**src/rtl/mac_stream_if.sv**
```systemverilog
// Stream bundle between a coefficient-pair source, the mac_stream block
// and the downstream reducer that consumes the dot-product result.
interface mac_stream_if #(
    parameter int W     = 16,
    parameter int WW    = 2 * W,
    parameter int CNT_W = 7
);
    logic [CNT_W-1:0]     cfg_len;
    logic                 in_valid;
    logic                 in_ready;
    logic signed [W-1:0]  in_a;
    logic signed [W-1:0]  in_b;
    logic                 in_sub;
    logic                 out_valid;
    logic                 out_ready;
    logic signed [WW-1:0] out_val;
    logic                 out_ovf;

    // Side that feeds coefficient pairs in and accepts results.
    modport master (
        output cfg_len, in_valid, in_a, in_b, in_sub, out_ready,
        input  in_ready, out_valid, out_val, out_ovf
    );

    // The accumulating block itself.
    modport slave (
        input  cfg_len, in_valid, in_a, in_b, in_sub, out_ready,
        output in_ready, out_valid, out_val, out_ovf
    );
endinterface

```
**src/rtl/mac_stream.sv**
```systemverilog
// Streaming signed multiply-accumulate: one (a, b, sub) term per cycle,
// one WW-bit dot-product plus overflow flag per vector on a valid/ready port.
module mac_stream #(
    parameter int W     = 16,
    parameter int WW    = 2 * W,
    parameter int N_MAX = 64,
    parameter int CNT_W = $clog2(N_MAX + 1)
) (
    input logic         clk,
    input logic         reset,
    mac_stream_if.slave bus
);
    localparam int PW    = 2 * W;
    localparam int ACC_W = WW + CNT_W;

    typedef enum logic [1:0] {IDLE, ACCUM, FLUSH, HOLD} state_t;

    state_t                  state;
    logic [CNT_W-1:0]        len_q;
    logic [CNT_W-1:0]        count;
    logic signed [PW-1:0]    mult;
    logic signed [PW-1:0]    prod_p0;
    logic                    p_vld;
    logic signed [ACC_W-1:0] acc_p1;
    logic signed [ACC_W-1:0] prod_ext;
    logic signed [ACC_W-1:0] final_sum;
    logic                    fire;

    // Zero-length vectors still carry one term; oversize lengths clamp to N_MAX.
    function automatic logic [CNT_W-1:0] eff_len(input logic [CNT_W-1:0] len);
        if (len == '0)
            return CNT_W'(1);
        if (len > CNT_W'(N_MAX))
            return CNT_W'(N_MAX);
        return len;
    endfunction

    // Sum fits in WW signed bits only if the guard bits all copy the WW sign bit.
    function automatic logic ovf_of(input logic signed [ACC_W-1:0] sum);
        logic [CNT_W:0] top;
        top = sum[ACC_W-1:WW-1];
        return !((&top) || !(|top));
    endfunction

    assign fire      = bus.in_valid && bus.in_ready;
    assign mult      = PW'(bus.in_a) * PW'(bus.in_b);
    assign prod_ext  = {{(ACC_W - PW){prod_p0[PW-1]}}, prod_p0};
    assign final_sum = acc_p1 + prod_ext;

    // Stage P: register the (optionally negated) product of each accepted beat.
    always_ff @(posedge clk or posedge reset) begin
        if (reset) begin
            prod_p0 <= '0;
            p_vld   <= 1'b0;
        end else begin
            p_vld <= fire;
            if (fire)
                prod_p0 <= bus.in_sub ? -mult : mult;
        end
    end

    // Stage A: accumulate products; FLUSH folds in the last product and loads the result.
    always_ff @(posedge clk or posedge reset) begin
        if (reset) begin
            acc_p1      <= '0;
            bus.out_val <= '0;
            bus.out_ovf <= 1'b0;
        end else begin
            if (state == IDLE && fire)
                acc_p1 <= '0;
            else if (state == ACCUM && p_vld)
                acc_p1 <= final_sum;
            if (state == FLUSH) begin
                bus.out_val <= final_sum[WW-1:0];
                bus.out_ovf <= ovf_of(final_sum);
            end
        end
    end

    // Vector sequencing; in_ready and out_valid are registered from the next state.
    always_ff @(posedge clk or posedge reset) begin
        if (reset) begin
            state         <= IDLE;
            len_q         <= '0;
            count         <= '0;
            bus.in_ready  <= 1'b0;
            bus.out_valid <= 1'b0;
        end else begin
            case (state)
                IDLE: begin
                    bus.in_ready <= 1'b1;
                    if (fire) begin
                        len_q <= eff_len(bus.cfg_len);
                        count <= CNT_W'(1);
                        if (eff_len(bus.cfg_len) == CNT_W'(1)) begin
                            state        <= FLUSH;
                            bus.in_ready <= 1'b0;
                        end else begin
                            state <= ACCUM;
                        end
                    end
                end
                ACCUM: begin
                    if (fire) begin
                        count <= count + CNT_W'(1);
                        if (count + CNT_W'(1) == len_q) begin
                            state        <= FLUSH;
                            bus.in_ready <= 1'b0;
                        end
                    end
                end
                FLUSH: begin
                    state         <= HOLD;
                    bus.out_valid <= 1'b1;
                end
                HOLD: begin
                    if (bus.out_ready) begin
                        state         <= IDLE;
                        bus.out_valid <= 1'b0;
                        bus.in_ready  <= 1'b1;
                    end
                end
                default: begin
                    state         <= IDLE;
                    bus.in_ready  <= 1'b0;
                    bus.out_valid <= 1'b0;
                end
            endcase
        end
    end
endmodule
```
**src/flat_wrapper.sv**
```systemverilog
// flat-port wrapper written by rule: the top's interface ports become plain ports
module mac_stream_flat 
#(
    parameter int W     = 16,
    parameter int WW    = 2 * W,
    parameter int N_MAX = 64,
    parameter int CNT_W = $clog2(N_MAX + 1)
)
  (clk, reset, bus_cfg_len, bus_in_valid, bus_in_a, bus_in_b, bus_in_sub, bus_out_ready, bus_in_ready, bus_out_valid, bus_out_val, bus_out_ovf);
  mac_stream_if #(.W(W), .WW(WW), .CNT_W(CNT_W)) bus_i ();
  input logic clk;
  input logic reset;
  input wire logic [$bits(bus_i.cfg_len)-1:0] bus_cfg_len;
  input wire logic [$bits(bus_i.in_valid)-1:0] bus_in_valid;
  input wire logic [$bits(bus_i.in_a)-1:0] bus_in_a;
  input wire logic [$bits(bus_i.in_b)-1:0] bus_in_b;
  input wire logic [$bits(bus_i.in_sub)-1:0] bus_in_sub;
  input wire logic [$bits(bus_i.out_ready)-1:0] bus_out_ready;
  output wire logic [$bits(bus_i.in_ready)-1:0] bus_in_ready;
  output wire logic [$bits(bus_i.out_valid)-1:0] bus_out_valid;
  output wire logic [$bits(bus_i.out_val)-1:0] bus_out_val;
  output wire logic [$bits(bus_i.out_ovf)-1:0] bus_out_ovf;
  assign bus_i.cfg_len = bus_cfg_len;
  assign bus_i.in_valid = bus_in_valid;
  assign bus_i.in_a = bus_in_a;
  assign bus_i.in_b = bus_in_b;
  assign bus_i.in_sub = bus_in_sub;
  assign bus_i.out_ready = bus_out_ready;
  assign bus_in_ready = bus_i.in_ready;
  assign bus_out_valid = bus_i.out_valid;
  assign bus_out_val = bus_i.out_val;
  assign bus_out_ovf = bus_i.out_ovf;
  mac_stream #(.W(W), .WW(WW), .N_MAX(N_MAX), .CNT_W(CNT_W)) u_core (.clk(clk), .reset(reset), .bus(bus_i));
endmodule
```
**config.mk**
```make
export PLATFORM = sky130hd
export DESIGN_NAME = mac_stream_flat
export DESIGN_NICKNAME = d
export VERILOG_FILES = /design/src/rtl/mac_stream_if.sv /design/src/rtl/mac_stream.sv /design/src/flat_wrapper.sv
export SDC_FILE = /design/constraint.sdc
export NUM_CORES = 1
export LEC_CHECK = 0
export CORE_MARGIN = 4
export CORE_UTILIZATION = 40
export CTS_CLUSTER_DIAMETER = 60
export DETAILED_ROUTE_END_ITERATION = 10
export DONT_BUFFER_PORTS = 1
export PLACE_DENSITY_LB_ADDON = 0.08
export SLEW_MARGIN = 20
export SYNTH_ARGS = -nofsm -noshare
export SYNTH_HDL_FRONTEND = slang
export SYNTH_SLANG_ARGS = --single-unit
```
**constraint.sdc**
```tcl
create_clock -name clk -period 5.38 [get_ports clk]
set_input_delay 1.345 -clock clk [delete_from_list [all_inputs] [get_ports clk]]
set_output_delay 1.345 -clock clk [all_outputs]
set_load 0.02 [all_outputs]
```
# Word-level counts from Yosys, hierarchy flattened
# Cells that the tools add are included.
[word_totals]
reg_bits = 123
in_bits = 44
out_inout_bits = 35
word_cells = 76
[classes]
n_addsub = 3
multipliers = 1
order_cmp = 1
n_eq_ne = 9
muxes = 33
reduce_logical = 19
[ops]
columns = ["operator", "n"]
rows = [
  ["2-to-1 mux 39 bit", 2],
  ["2-to-1 mux 7 bit", 8],
  ["adder 39 x 32 -> 39 bit", 1],
  ["multiplier 16 x 16 -> 32 bit", 1],
  ["2-to-1 mux 32 bit", 1],
  ["negation 32 bit", 1],
  ["case mux 7 bit (2 select lines)", 1],
  ["2-to-1 mux 1 bit", 13],
  ["2-to-1 mux 2 bit", 5],
  ["case mux 2 bit (4 select lines)", 1],
  ["AND reduction 4 bit", 2],
  ["AND reduction 8 bit", 1],
  ["OR reduction 8 bit", 1],
  ["adder 7 x 1 -> 7 bit (second input constant)", 1],
  ["== test 7 x 1 -> 1 bit (second input constant)", 1],
  ["== test 7 bit", 1],
  ["greater-than comparator 7 bit (second input constant)", 1],
  ["zero test 7 bit", 1],
  ["nonzero test 2 bit", 3],
  ["== test 2 bit (second input constant)", 2],
  ["inequality test 2 x 1 -> 1 bit (second input constant)", 2],
  ["inequality test 2 bit (second input constant)", 2],
  ["AND reduction 2 bit", 2],
  ["logical AND 1 bit", 3],
  ["other kinds (8)", 9],
]

# Depth between registers and ports, before layout
[depth]
word_depth = 15
ltp_mapped = 27
ltp_nobuf = 25

# Worst setup path before layout
# OpenSTA, ideal clock, no wires.
[synth_timing]
kind = "input port to flip-flop"
start = "in bus_in_b[1]"
end = "reg u_core.prod_p0[31]"
setup_ps = 129
t_arrival_ps = 7474
setup_slack_ps = -2223
path_stages = 24
path_buffers = 2
path_cell_list = "clkbuf_1 -> nand2_1 -> inv_1 -> fa_1 -> inv_1 -> fa_1 -> inv_1 -> fa_1 -> fa_1 -> fa_1 -> inv_1 -> fa_1 -> inv_1 -> ha_1 -> clkbuf_1 -> nand4_1 -> nor3_1 -> a211oi_1 -> o2bb2ai_1 -> xor2_1 -> nand3_1 -> o41ai_2 -> xnor2_1 -> o21ai_1"
[synth_between]
elab_chain_cells = 3
[synth_lines]
columns = ["item", "line", "text"]
rows = [
  ["from (decl)", "flat_wrapper.sv:16", "input wire logic [$bits(bus_i.in_b)-1:0] bus_in_b;"],
  ["multiplier 16 x 16 -> 32 bit *", "mac_stream.sv:46", "assign mult = PW'(bus.in_a) * PW'(bus.in_b);"],
  ["negation 32 bit", "mac_stream.sv:58", "prod_p0 <= bus.in_sub ? -mult : mult;"],
  ["2-to-1 mux 32 bit *", "mac_stream.sv:58", ""],
  ["to (signal assigned)", "mac_stream.sv:58", ""],
  ["to (decl)", "mac_stream.sv:22", "logic signed [PW-1:0] prod_p0;"],
]
# Every way passes the cells marked *; elsewhere a longest branch is shown, timed or not.
# A chain may end at the register's enable or synchronous reset.

# Worst setup path after layout
[layout_timing]
start = "in bus_in_a[5]"
end = "reg u_core.prod_p0[31]"
[layout_between]
elab_chain_cells = 3
[layout_lines]
columns = ["item", "line", "text"]
rows = [
  ["from (decl)", "flat_wrapper.sv:15", "input wire logic [$bits(bus_i.in_a)-1:0] bus_in_a;"],
  ["multiplier 16 x 16 -> 32 bit *", "mac_stream.sv:46", ""],
  ["negation 32 bit", "mac_stream.sv:58", ""],
  ["2-to-1 mux 32 bit *", "mac_stream.sv:58", ""],
]
# Marks and branches as above.

==> results.md <==
* Syn Area/Cell at just over 9 sq um
* Post-synthesis cell type count at 83
* Drt pass-1 iters at 4
* Number of global-route vias before repair at between 10,000 and 15,000
* Core Area at roughly 0.043 sq mm
* Syn Nets at roughly 2,400
* Failing checks: negative setup slack
* HPWL Detailed at around 35,000 um
* Prevailing post-synth register cell: dfrtp_1
* Gpl congestion at roughly 0.87
* CP endpoint kind: register
* Layout cells sized above 1 at between 10% and 20%
* Worst-margin pin slew at 0.678 ns
* Area Overhead vs Synth at 17.8%
* Post-Synth Simple-Gate Area at between 10 and 15%
* Minimum clock period at a little under 7 ns
* Num CTS Buffers at 17
* Final TNS setup at -26.53 ns
* Via density at 4.94
* Max Fclk at 0.144 GHz
* Met1 WL at 20,800 um
* Crit path DAT at 7.23 ns
* Slew Limit Fails at 0
* Required time worst endpoint at 5.68 ns
* ANT nets after route at 0
* Seq/Total Area, Yosys at approximately 17%
* Die Wd at roughly 220 um
* Clk slew on worst S/H paths at around 0.060 ns
* Die area at 0.0478 sq mm
* Final #Nets at between 2,000 and 2,500
* Status: complete, but fails checks
* Synth Area in Adders at 38.6%
* Count of final hold-check violations at 0
* Ports at just under 80
* Main combinational cell family by area after synthesis: adder cells
* All-layer global routing usage at approximately a fifth
* WS Path Type: primary input to register
* First-pass GRT wire length at about 73,000 um
* Congestion Overflow GR at 0
* Initial Utilization at about two fifths
* Post-CTS Hold Buffers at 0
* Met3 WL at 1390 um
* Routed wl met2 at a little over 20,000 um
* Total number of vias at 13,100
* Ant diodes at 0
* Final setup fails at 22
* Synth top area cells: fa_1 (30%), dfrtp_1 (17%), ha_1 (8.9%)
* Final wirelength at around 43,000 um
* Max FO, Critical Path at 16
* Slew HR at between 50% and 60%
* Depth of the CTS H-tree at 4
* FFs w/ async S/R, synth at 100%
* Hold WC Path Type: register to register
* Die height at ~220 um
* Largest net degree at the start of global routing at 68
* Yosys warnings at 0
* Clk_lat worst skew at 0.43 ns
* Cell taking the most area after synthesis: fa_1
* Area share of the largest cell type after synthesis at between 20% and 30%
* Longest Clk Path Bufs at 2
* Crit share post-route at 129%
* WL per Instance at around 16 um
* CTS tree: yes
* Compound-gate portion of the synthesized area at 12.9%
* Max_cap viols at 0
* Cell Rows at 76
* Final Skew at roughly 0.0079 ns
* Highest Signal Layer: met4
* RSZ-0062 raised after global routing: true
* CTS root buffer: clkbuf_16
* Syn Inst Count at 1,933
* Synthesized cell area at ~0.018 sq mm
* IO buf count at 0
* Final Worst Setup Slack at -1.55 ns
* Crit start category: primary input
* Synth Area in XOR/XNOR at 5.16%
* DR iter-0 viols at about 590
* Initial antenna violation count at 0
* Number of synthesized flops with an enable pin at 0
* Synthesis-stage register bit count at around 120
* CTS sink count at 123
* Fraction of synthesized area in multiplexers at under 10%
* Drt drc at 0
==> sequential cells by signal, indices dropped and copies added (netlist names) <==
name	count
u_core.len_q	7
u_core.bus.in_ready	1
u_core.bus.out_ovf	1
u_core.acc_p1	39
u_core.state	2
u_core.p_vld	1
u_core.bus.out_valid	1
u_core.bus.out_val	32
u_core.prod_p0	32
u_core.count	7
==> synthesized netlist by cell type, types with 3 or more instances <==
cell type and n:
o21a_1 13, o2111ai_1 3, o31ai_1 7, o2bb2ai_1 3, dfrtp_1 123, or3_1 5, nand3_1 23, buf_1 4
ha_1 127, xnor2_1 62, nand4_1 10, nor3_1 18, xor2_1 39, o31a_1 3, o21ai_0 90, nand2b_1 23
o21ai_1 5, or2_2 5, clkbuf_1 66, a21o_1 26, a41oi_1 3, fa_1 263, mux2_2 30, a211oi_1 13
a31o_2 3, o21ai_2 3, a21oi_1 64, inv_1 328, nand2_1 235, and3_1 10, a22o_1 34, nor2b_1 4
nor4_1 5, nor2_1 60, a211o_1 7, a31oi_1 7, o21bai_1 9, and2_1 125, o22ai_1 3, o211ai_1 6
mux2i_1 10, a311oi_1 4
==> cell type report <==
cell class                      instances  area (sq um)
Fill cell                            4235         22500
Multi-Input combinational cell       1409         13900
Sequential cell                       123          3080
Timing Repair Buffer                  184          1420
Inverter                              329          1240
Tap cell                              585           732
Clock buffer                           21           460
Clock inverter                         11           144
==> worst paths after layout <==
check	from	to	slack (ns)	cells after the start
worst max-delay path	bus_in_a[5]	u_core.prod_p0[31]	-1.55	24
worst min-delay path	u_core.prod_p0[17]	u_core.prod_p0[17]	0.48	2
worst max register to register	u_core.acc_p1[0]	u_core.bus.out_ovf	1.28	14
worst min register to register	u_core.prod_p0[17]	u_core.prod_p0[17]	0.48	2
max in group asynchronous	reset	u_core.acc_p1[10]	3.57	2
min in group asynchronous	reset	u_core.bus.out_val[19]	0.89	1
==> placed cells by master (no fill, tap or decap), types with 11 or more instances in the layout <==
master     count
and2_4        15
nor2_1        57
clkbuf_16     17
xnor2_1       54
mux2_2        30
nand3_1       23
ha_1         114
o21ai_2       12
o21ai_1       11
nor3_1        15
and2_1       110
inv_2         16
nand2_1      227
fa_1         254
a21o_1        25
o21ai_0       73
a21oi_1       58
a22o_1        34
xor2_1        37
o21a_1        12
nand2b_1      21
buf_4        177
dfrtp_1      123
ha_4          11
inv_1        311
==> metrics by stage <==
step	hold WS (ns)	instance area (sq um)	utilization (%)	instances	setup slack (ns)
5_1_grt	0.518	20900	48.2	2662	-1.78
6_report	0.481	20900	48.2	2662	-1.55
3_5_place_dp	0.482	19700	45.4	2605	-2.15
2_1_floorplan	0.454	18200	-	1933	-1.95
4_1_cts	0.493	20700	47.7	2655	-1.56
3_3_place_gp	0.475	19700	45.4	2605	-2.12
==> critical path, cell delays in order <==
cell and delay [ns]:
and2_4 0.14, fa_1 0.54, inv_2 0.05, fa_1 0.52, inv_1 0.05, fa_1 0.50, fa_2 0.45, fa_1 0.49
inv_1 0.05, fa_1 0.49, inv_2 0.05, ha_4 0.26, a21o_1 0.16, and3_4 0.23, nor4b_4 0.05, buf_4 0.14
a211oi_4 0.26, mux2i_2 0.30, o2111ai_2 0.17, nor4b_4 0.28, nand2b_2 0.14, o41ai_2 0.32, xnor2_1 0.16, o21ai_1 0.08
==> logic make-up after synthesis <==
kind of cell,Yosys count
multiplexers,40
XOR/XNOR,103
adder cells (fa/ha/maj),390
flip-flops,123
buffers and inverters,401
AO/OA/AOI/OAI,336
AND/OR/NAND/NOR,540
==> per-layer routing <==
layer	vias up	GRT usage (%)
li1	6478	-
met1	6467	26.3
met2	174	31.4
met3	27	2.34
met4	0	3.98
met5	-	0
==> what timing repair did <==
action                                  CTS  global route
resized for setup                        61            34
pin swaps                                55            27
setup buffers                            20             9
endpoints found under the setup margin   23            24
gates cloned                              0             0
Power is left out: the tool's default activity adds up to more than one toggle a clock period on the data nets, which glitch-free logic cannot reach.
